$ cat src/rtl/comp_sum_arbiter.sv
// Two-client round-robin arbiter in front of a shared registered 4-operand adder.
// Ack follows the grant by 2 edges and lasts 1 cycle; requests wait in place while busy, at most 1 op per 4 cycles.
module comp_sum_arbiter #(
    parameter logic RR = 1'b1
) (
    input  logic        clk,
    input  logic        reset,
    input  logic        req_a,
    input  logic        req_b,
    input  logic [15:0] a_val1,
    input  logic [15:0] a_val2,
    input  logic [15:0] a_val3,
    input  logic [15:0] a_val4,
    input  logic [15:0] b_val1,
    input  logic [15:0] b_val2,
    input  logic [15:0] b_val3,
    input  logic [15:0] b_val4,
    output logic        ack_a,
    output logic        ack_b,
    output logic [15:0] res,
    output logic        res_carry,
    output logic        busy,
    output logic [15:0] sum_val1,
    output logic [15:0] sum_val2,
    output logic [15:0] sum_val3,
    output logic [15:0] sum_val4,
    input  logic [15:0] sum_out,
    input  logic        sum_carry
);

    typedef enum logic [1:0] {IDLE, LOAD, CAPT, RESP} state_t;

    state_t      state;
    state_t      next_state;
    logic        owner;      // 0 = A, 1 = B
    logic        last;       // client served most recently, 0 = A, 1 = B
    logic        grant;
    logic        win_b;
    logic [15:0] op1, op2, op3, op4;

    // On a tie B wins only under round-robin when A was served last.
    assign grant = req_a | req_b;
    assign win_b = req_b & (~req_a | (RR & ~last));
    assign busy  = (state != IDLE);

    always_comb begin
        op1 = a_val1;
        op2 = a_val2;
        op3 = a_val3;
        op4 = a_val4;
        if (win_b) begin
            op1 = b_val1;
            op2 = b_val2;
            op3 = b_val3;
            op4 = b_val4;
        end
    end

    always_ff @(posedge clk or negedge reset) begin
        if (!reset) begin
            state <= IDLE;
        end else begin
            state <= next_state;
        end
    end

    always_comb begin
        next_state = state;
        case (state)
            IDLE:    if (grant) next_state = LOAD;
            LOAD:    next_state = CAPT;
            CAPT:    next_state = RESP;
            RESP:    next_state = IDLE;
            default: next_state = IDLE;
        endcase
    end

    always_ff @(posedge clk or negedge reset) begin
        if (!reset) begin
            owner     <= 1'b0;
            last      <= 1'b1;
            ack_a     <= 1'b0;
            ack_b     <= 1'b0;
            res       <= 16'h0000;
            res_carry <= 1'b0;
            sum_val1  <= 16'h0000;
            sum_val2  <= 16'h0000;
            sum_val3  <= 16'h0000;
            sum_val4  <= 16'h0000;
        end else begin
            ack_a <= 1'b0;
            ack_b <= 1'b0;
            case (state)
                IDLE: begin
                    if (grant) begin
                        owner    <= win_b;
                        last     <= win_b;
                        sum_val1 <= op1;
                        sum_val2 <= op2;
                        sum_val3 <= op3;
                        sum_val4 <= op4;
                    end
                end
                // The adder registered sum_val* on the LOAD edge, so its output is valid here.
                CAPT: begin
                    res       <= sum_out;
                    res_carry <= sum_carry;
                    ack_a     <= ~owner;
                    ack_b     <= owner;
                end
                default: begin
                end
            endcase
        end
    end

endmodule

$ cat config.mk
export PLATFORM = sky130hd
export DESIGN_NAME = comp_sum_arbiter
export DESIGN_NICKNAME = d
export VERILOG_FILES = /design/src/rtl/comp_sum_arbiter.sv
export SDC_FILE = /design/constraint.sdc
export NUM_CORES = 1
export LEC_CHECK = 0
export CORE_MARGIN = 3
export CORE_UTILIZATION = 35
export CTS_BUF_LIST = sky130_fd_sc_hd__clkbuf_4 sky130_fd_sc_hd__clkbuf_8
export DETAILED_ROUTE_END_ITERATION = 10
export GPL_TIMING_DRIVEN = 0
export PLACE_DENSITY_LB_ADDON = 0.08
export SETUP_SLACK_MARGIN = 0.2
export SYNTH_ARGS = -nofsm -noshare
export SYNTH_HDL_FRONTEND = slang
export SYNTH_SLANG_ARGS = --single-unit
$ cat constraint.sdc
create_clock -name clk -period 1.35 [get_ports clk]
set_input_delay 0.2025 -clock clk [delete_from_list [all_inputs] [get_ports clk]]
set_output_delay 0.2025 -clock clk [all_outputs]
set_load 0.02 [all_outputs]
* Word-level counts from Yosys, hierarchy flattened
Index checks and enable logic that the tools add are counted. W data, S select, Z words.
Cells by class: $add $sub $neg 0, multipliers 0, div/mod/pow operators 0, $lt $le $gt $ge 0, equal/unequal tests 4, shifts and indexed selects 0, mux-type cells 8, bitwise operators 6, reductions and logical operators 3
Operators with widths (number):
- $mux W16 | 4
- $pmux W2 S4 | 1
- $eq A2 B2 Y1 const B | 2
- $not A1 Y1 | 3
- $eq A2 B1 Y1 const B | 1
- $logic_not A2 Y1 | 1
- $mux W1 | 2
- $mux W2 | 1
- $ne A2 B2 Y1 const B | 1
- $or A1 B1 Y1 | 2
- $reduce_and A2 Y1 | 1
- $reduce_bool A2 Y1 | 1
- $and A1 B1 Y1 | 1
Storage, ports and cells: register bits 87, latch bits 0, bits in writable memories 0, ROM bits 0, input port bits 149, output and inout port bits 84, logic and storage cells 32, memories kept 0

* Logic depth before layout (Yosys ltp)
Gate-level depths: netlist (run 1).
depth after elaboration 4, mapped depth 7, mapped depth without buffers 5

* Least setup slack after synthesis (run 1)
No wires, ideal clock.
path kind register to register, start point reg state[0], end point reg state[1], setup time 0.125 ns, data arrival time 1.333 ns, data required time 1.225 ns, slack -0.108 ns, cell stages (with the launch flop) 5, buffers on the path 0, period minus slack after synthesis 1.458 ns, path through dfrtp_1 inv_1 ha_1 nor3b_1 mux2_2
Between the ends: cells in the longest elaborated chain, start to end 2, elaborated cells between the ends (all ways) 6
RTL lines:
- from (decl) | RTL line 33 | state_t state;
- from (signal assigned) | RTL line 63 | state <= next_state;
- $eq A2 B2 Y1 (tied with other cells) | RTL line 69 | case (state)
- $pmux W2 S4 / $ne A2 B2 Y1 (equally long branches)
Parallel ways exist; a longest one is shown, timed or not. A chain may end at the register's enable or synchronous reset.

* Final worst setup path (run 1)
start point reg state[1], end point out busy
Between the ends: cells in the longest elaborated chain, start to end 1
RTL lines:
- $reduce_bool A2 Y1 | RTL line 44 | assign busy = (state != IDLE);
- to (decl) | RTL line 22 | output logic busy,
No other way between the ends.

==> summary.txt, run 1 <==
Setup path
  • Critical Path Source Type: register
  • Critical path peak fanout: 6
  • Setup CP Type: register to output pin
  • Arr. time, crit path: 1.19 ns
  • CP Capture Type: output pin
  • Req. time, crit path: 1.15 ns
  • Worst reg2reg path depth: 7

Global route
  • Antenna violations before repair: 1
  • GRT overflow: 0
  • Global-route wire length before repair: 21400 µm
  • Gr usage total: 21.6%
  • Vias in the first global route: 4137
  • Largest net degree at the start of global routing: 67

Floorplanning
  • Starting Density: 36.7%
  • Row count: 37
  • Core region area: 0.0105 mm²
  • IO Count: 233
  • Die W: 111 µm
  • Die height: 111 µm
  • Full die area: 0.0123 mm²

Drt
  • Routed len/inst: 16.3 µm
  • Drt first-iter violations: 230
  • DRT antenna net count: 0
  • Routed WL: 13600 µm
  • Routed via count: 4045
  • Vias/cell: 4.87
  • Total DRC errors in the routed layout: 0
  • Pre-Repair DR Iteration Count: 4

Synth
  • Synth Area per Inst: 9.40 µm²
  • Most common cell in the netlist: a21oi_1
  • Sequential area share after synthesis: 56.5%
  • Yosys synthesis warning count: 0
  • Mapped Area: 0.00385 mm²
  • Mapped Nets: 562
  • Cell variety after synth: 22
  • Top cells by area, synth: dfrtp_1 (56%), a21oi_1 (16%), nand2_1 (6.3%)
  • Synth Instances: 410
  • Yosys top cell area share: 55.8%
  • Ys flop type: dfrtp_1
  • Yosys reg bits: 87
  • Commonest cells in the netlist: a21oi_1 (121), dfrtp_1 (86), nand2_1 (65)
  • Share of synthesized flip-flops with an asynchronous set or reset: 100%
  • EDFF count, synth: 0
  • Yosys top cell by area: dfrtp_1

STA
  • Max Clk Rate: 717 MHz
  • Fin. max-slew vios: 0
  • Fin. Hold Viols: 0
  • # setup viols final: 49
  • Worst Slack Setup Final: -0.0439 ns
  • Final min period: 1.39 ns
  • Final Cycle Share: 103%
  • Final Skew: 0.00767 ns
  • Post-route setup TNS: -0.733 ns
  • Worst Tran Pin Value: 0.346 ns
  • Slew headroom: 76.9%
  • RSZ-0062 raised after global routing: true

Cells and area
  • Final cell count without fillers: 831
  • Share of cells above drive strength 1: 35.9%
  • Area growth syn-to-layout: 83.5%
  • Final nets: 841

Flow run
  • Maxcap violations: 0

Clocking
  • Clk buf depth: 2
  • Clk sinks: 87
  • Htree depth: 3
  • Clock root buffer: clkbuf_8
  • Clock Pin Slew Worst Setup and Hold Paths: 0.09 ns
  • Worst-Skew Late Latency: 0.36 ns
  • CTS buffer count: 9
  • CTS tree: built

Power and ir drop
  • Leak: 3.10 nW
  • Cell Pwr Density: 2260 mW/mm²
  • VDD IR-drop max: 1240 µV

Placed design
  • HPWL Detailed: 9740 µm
  • PortBufs: 232
  • GPL Wtd Cong: 0.820
  • Placed instance count: 779

Outcome
  • Failing checks: setup timing
  • Status: complete, but fails checks

Worst hold path
  • Hold/Removal Path Class: input port to async pin
## final timing paths
kind                                           start                  endpoint  slack (ns)
worst max-delay path            state[1]$_DFFE_PN0P_                      busy       -0.04
worst min-delay path                           reset  sum_val3[11]$_DFFE_PN0P_        0.29
worst max register to register  state[1]$_DFFE_PN0P_   sum_val2[0]$_DFFE_PN0P_       -0.04
worst min register to register   res[15]$_DFFE_PN0N_       res[15]$_DFFE_PN0N_        0.51
max in group asynchronous                      reset          last$_DFFE_PN1P_        0.41
min in group clk                           a_val1[3]   sum_val1[3]$_DFFE_PN0P_        0.38
## per-stage QoR
step	utilization [%]	hold WS [ns]	instance area, µm²	power, mW	setup WS (ns)
after floorplan	-	-0.0931	4170	9.61	0.0880
after global placement	63.4	0.466	6660	13.4	-3.24
after detailed placement	63.6	0.118	6680	13.6	-0.473
after CTS	62.4	0.287	6560	14.5	-0.0672
after global routing	67.3	0.297	7070	17.0	-0.119
final	67.3	0.287	7070	16.0	-0.0439
## power by group
part / switching [mW] / internal [mW]
registers: 0.744 / 3.95
clock network: 0.916 / 1.01
logic: 4.82 / 4.52
## cells in the final DEF, fill, tap and decap left out, drive strengths merged, types with 2 or more instances in the layout
cell type,count
nor2,64
nand2,65
buf,147
clkdlybuf4s50,146
inv,3
clkbuf,18
dfrtp,86
ha,3
a21oi,130
o21ai,2
mux2,18
## layout make-up
type | instances | area [µm²]
Antenna cell | 1 | 2.50
Buffer | 30 | 343
Clock buffer | 15 | 175
Clock inverter | 1 | 30.0
Fill cell | 877 | 3440
Inverter | 3 | 11.3
Multi-Input combinational cell | 290 | 1730
Sequential cell | 87 | 2180
Tap cell | 136 | 170
Timing Repair Buffer | 268 | 2430
## logic make-up (layout without fill, tap and decap cells)
logic type                 count (synthesis)  count (layout)  share of synthesized area, %
buffers and inverters                     33             317                          5.23
muxes                                     18              18                          5.26
DFF                                       87              87                          56.5
other                                      0               1                             0
and+or+nand+nor                          133             133                          13.2
AOI/OAI and AO/OA                        136             136                          18.8
adders and majority gates                  3               3                         0.974
## registers in the layout (all words and copies together), names as in the netlist, 2 cells and up
| register | flops |
|---|---|
| sum_val2 | 16 |
| state | 2 |
| res | 16 |
| sum_val4 | 16 |
| sum_val3 | 16 |
| sum_val1 | 16 |
## repair_timing
| action | CTS | global route |
|---|---|---|
| setup endpoints to repair | 168 | 132 |
| gates resized for setup | 349 | 81 |
| buffers inserted | 5 | 26 |
| pin swaps | 1 | 2 |
| hold endpoints to repair | 21 | 0 |
| gates cloned | 1 | 2 |
| hold buffers | 1 | 0 |
## worst max-delay path, stage by stage, from the launching register on
cell and delay (ns):
dfrtp_1 0.40, inv_2 0.09, ha_4 0.17, inv_2 0.04, buf_6 0.12
## routing by layer
layer | track usage, % | vias to the layer above | routed length (µm)
li1 | - | 1927 | -
met1 | 25.9 | 1931 | 5470
met2 | 35.8 | 166 | 6640
met3 | 8.35 | 21 | 1190
met4 | 6.57 | 0 | 272
met5 | 0 | - | 0
(Power assumes the default switching activity.)
==> run 2, diff against run 1 <==
Settings changed: SLEW_MARGIN set to 25.
==> summary.txt, run 2 (synthesis gave the netlist of run 1 again) <==
Outcome
  • Status: complete, but fails checks
  • Failing checks: setup timing

Placed design
  • PortBufs: 232
  • GPL Wtd Cong: 0.820
  • HPWL Detailed: 9800 µm

Cells and area
  • Fillcell total: 817
  • N_diodes: 0
  • Final Util: 70.6%
  • Final nets: 837
  • Most common cell after layout, fill and taps aside: clkdlybuf4s50_1
  • Most frequent cells in the layout: clkdlybuf4s50_1 (145), dfrtp_1 (86), a21oi_2 (83)
  • Share of cells above drive strength 1: 46.4%
  • Area growth syn-to-layout: 92.4%

Setup path
  • Largest delay share family, worst path: buffers and inverters
  • CP most frequent cell: a21oi_2
  • Worst Setup SP: state[1]$_DFFE_PN0P_
  • WP buf/inv: 3
  • Arr. time, crit path: 1.65 ns
  • Req. time, crit path: 1.59 ns
  • Critical path peak fanout: 10
  • Crit-path slowest cell: dfrtp_1
  • Setup CP Type: register to register
  • Critical Path Source Type: register
  • Max incr delay on CP: 0.40 ns
  • CP Capture Type: register
  • CP Cell Sequence: inv_2 -> ha_4 -> o21ai_2 -> buf_6 -> buf_8 -> a21oi_2 -> a21oi_2
  • Crit Reg-Reg Startpoint: state[1]$_DFFE_PN0P_

STA
  • Final min period: 1.41 ns
  • RSZ-0062 raised after global routing: true
  • Fin. Hold Viols: 0
  • Max Clk Rate: 710 MHz
  • WHS: 0.258 ns
  • Worst Slack Setup Final: -0.0587 ns
  • Final Cycle Share: 104%
  • Fin. max-slew vios: 0
  • # setup viols final: 66
  • Final Skew: 0.00732 ns
  • Worst Tran Pin Value: 0.349 ns
  • Slew headroom: 76.8%

Power and ir drop
  • Cell Pwr Density: 2280 mW/mm²
  • Leak: 3.15 nW
  • VDD IR-drop max: 1230 µV

Clocking
  • Clk buf depth: 2
  • CTS tree: built
  • CTS buffer count: 9
  • Clock Pin Slew Worst Setup and Hold Paths: 0.08 ns
  • Worst-Skew Late Latency: 0.35 ns
  • Htree depth: 3
  • Clk sinks: 87
  • Clock root buffer: clkbuf_8

Global route
  • Vias in the first global route: 4165
  • Global-route wire length before repair: 21500 µm
  • Antenna violations before repair: 0
  • Gr usage total: 21.5%
  • Largest net degree at the start of global routing: 67
  • GRT overflow: 0

Drt
  • Total DRC errors in the routed layout: 0
  • Vias/cell: 4.87
  • Routed len/inst: 17.3 µm
  • Pre-Repair DR Iteration Count: 4
  • DRT antenna net count: 0
  • Drt first-iter violations: 202
  • Routed WL: 14300 µm
  • Routed via count: 4024

Floorplanning
  • Die W: 111 µm
  • IO Count: 233
  • Core region area: 0.0105 mm²
  • Starting Density: 36.7%
  • Full die area: 0.0123 mm²
  • Die height: 111 µm
  • Row count: 37

Flow run
  • Maxcap violations: 0

Worst hold path
  • Hold/Removal Path Class: input port to async pin
==> run 2: changes by cell type in the layout (fill, tap and decap cells not counted), sizes merged <==
cell | before | now
buf | 147 | 135
clkbuf | 18 | 26
clkdlybuf4s50 | 146 | 145
diode | 1 | 0
dlygate4sd2 | 1 | 2
==> run 2: metal layers <==
metal	track usage, %	vias to the layer above	share of wire [%]
li1	-	1916	-
met1	26.4	1935	41
met2	36.0	156	49
met3	6.71	17	8.5
met4	7.31	0	1.6
met5	0	-	0
==> run 2: final cells by class <==
class,instances,area [µm²],area share [%]
timing repair buffer,264,2400,32.4
multi-input combinational,290,2040,27.5
inverter,3,11.3,0.152
sequential,87,2180,29.4
clock inverter,1,30.0,0.405
tap,136,170,2.29
buffer,30,407,5.48
clock buffer,15,175,2.36
==> run 2: per-stage QoR <==
| stage | instance area (µm²) | setup TNS, ns | worst slack [ns] | total power, mW | instances |
|---|---|---|---|---|---|
| 3_3_place_gp | 6660 | -304.11 | -3.24 | 13.4 | 778 |
| 5_1_grt | 7420 | -6.31 | -0.133 | 18.0 | 826 |
| 4_1_cts | 6680 | -0.304 | -0.0426 | 14.8 | 807 |
| 3_5_place_dp | 6690 | -25.25 | -0.494 | 13.6 | 779 |
| 2_1_floorplan | 4170 | 0 | 0.0880 | 9.61 | 410 |
| 6_report | 7420 | -1.59 | -0.0587 | 16.9 | 826 |
==> run 2: where the power goes <==
part / switching [mW] / internal (mW) / total [mW] / leakage, nW
logic: 5.30 / 4.90 / 10.2 / 2.05
clock network: 0.881 / 1.01 / 1.90 / 0.109
registers: 0.896 / 3.96 / 4.85 / 0.986
total: 7.08 / 9.87 / 16.9 / 3.15
==> run 2: worst paths after layout <==
kind | slack (ns) | end | cells after the start
min in group clk | 0.39 | sum_val1[13]$_DFFE_PN0P_ | 3
worst min register to register | 0.51 | res_carry$_DFFE_PN0N_ | 1
worst max register to register | -0.06 | sum_val3[12]$_DFFE_PN0P_ | 7
worst min-delay path | 0.26 | sum_val3[12]$_DFFE_PN0P_ | 2
max in group asynchronous | 0.45 | last$_DFFE_PN1P_ | 3
worst max-delay path | -0.06 | sum_val3[12]$_DFFE_PN0P_ | 7
==> run 2: what timing repair did <==
item                                    in CTS  in global routing
pin swaps                                    2                  2
endpoints found under the setup margin     168                 94
gates resized for setup                    367                134
hold buffers                                 1                  0
gates cloned                                 2                  9
buffers inserted                             9                 10
hold endpoints to repair                    21                  0
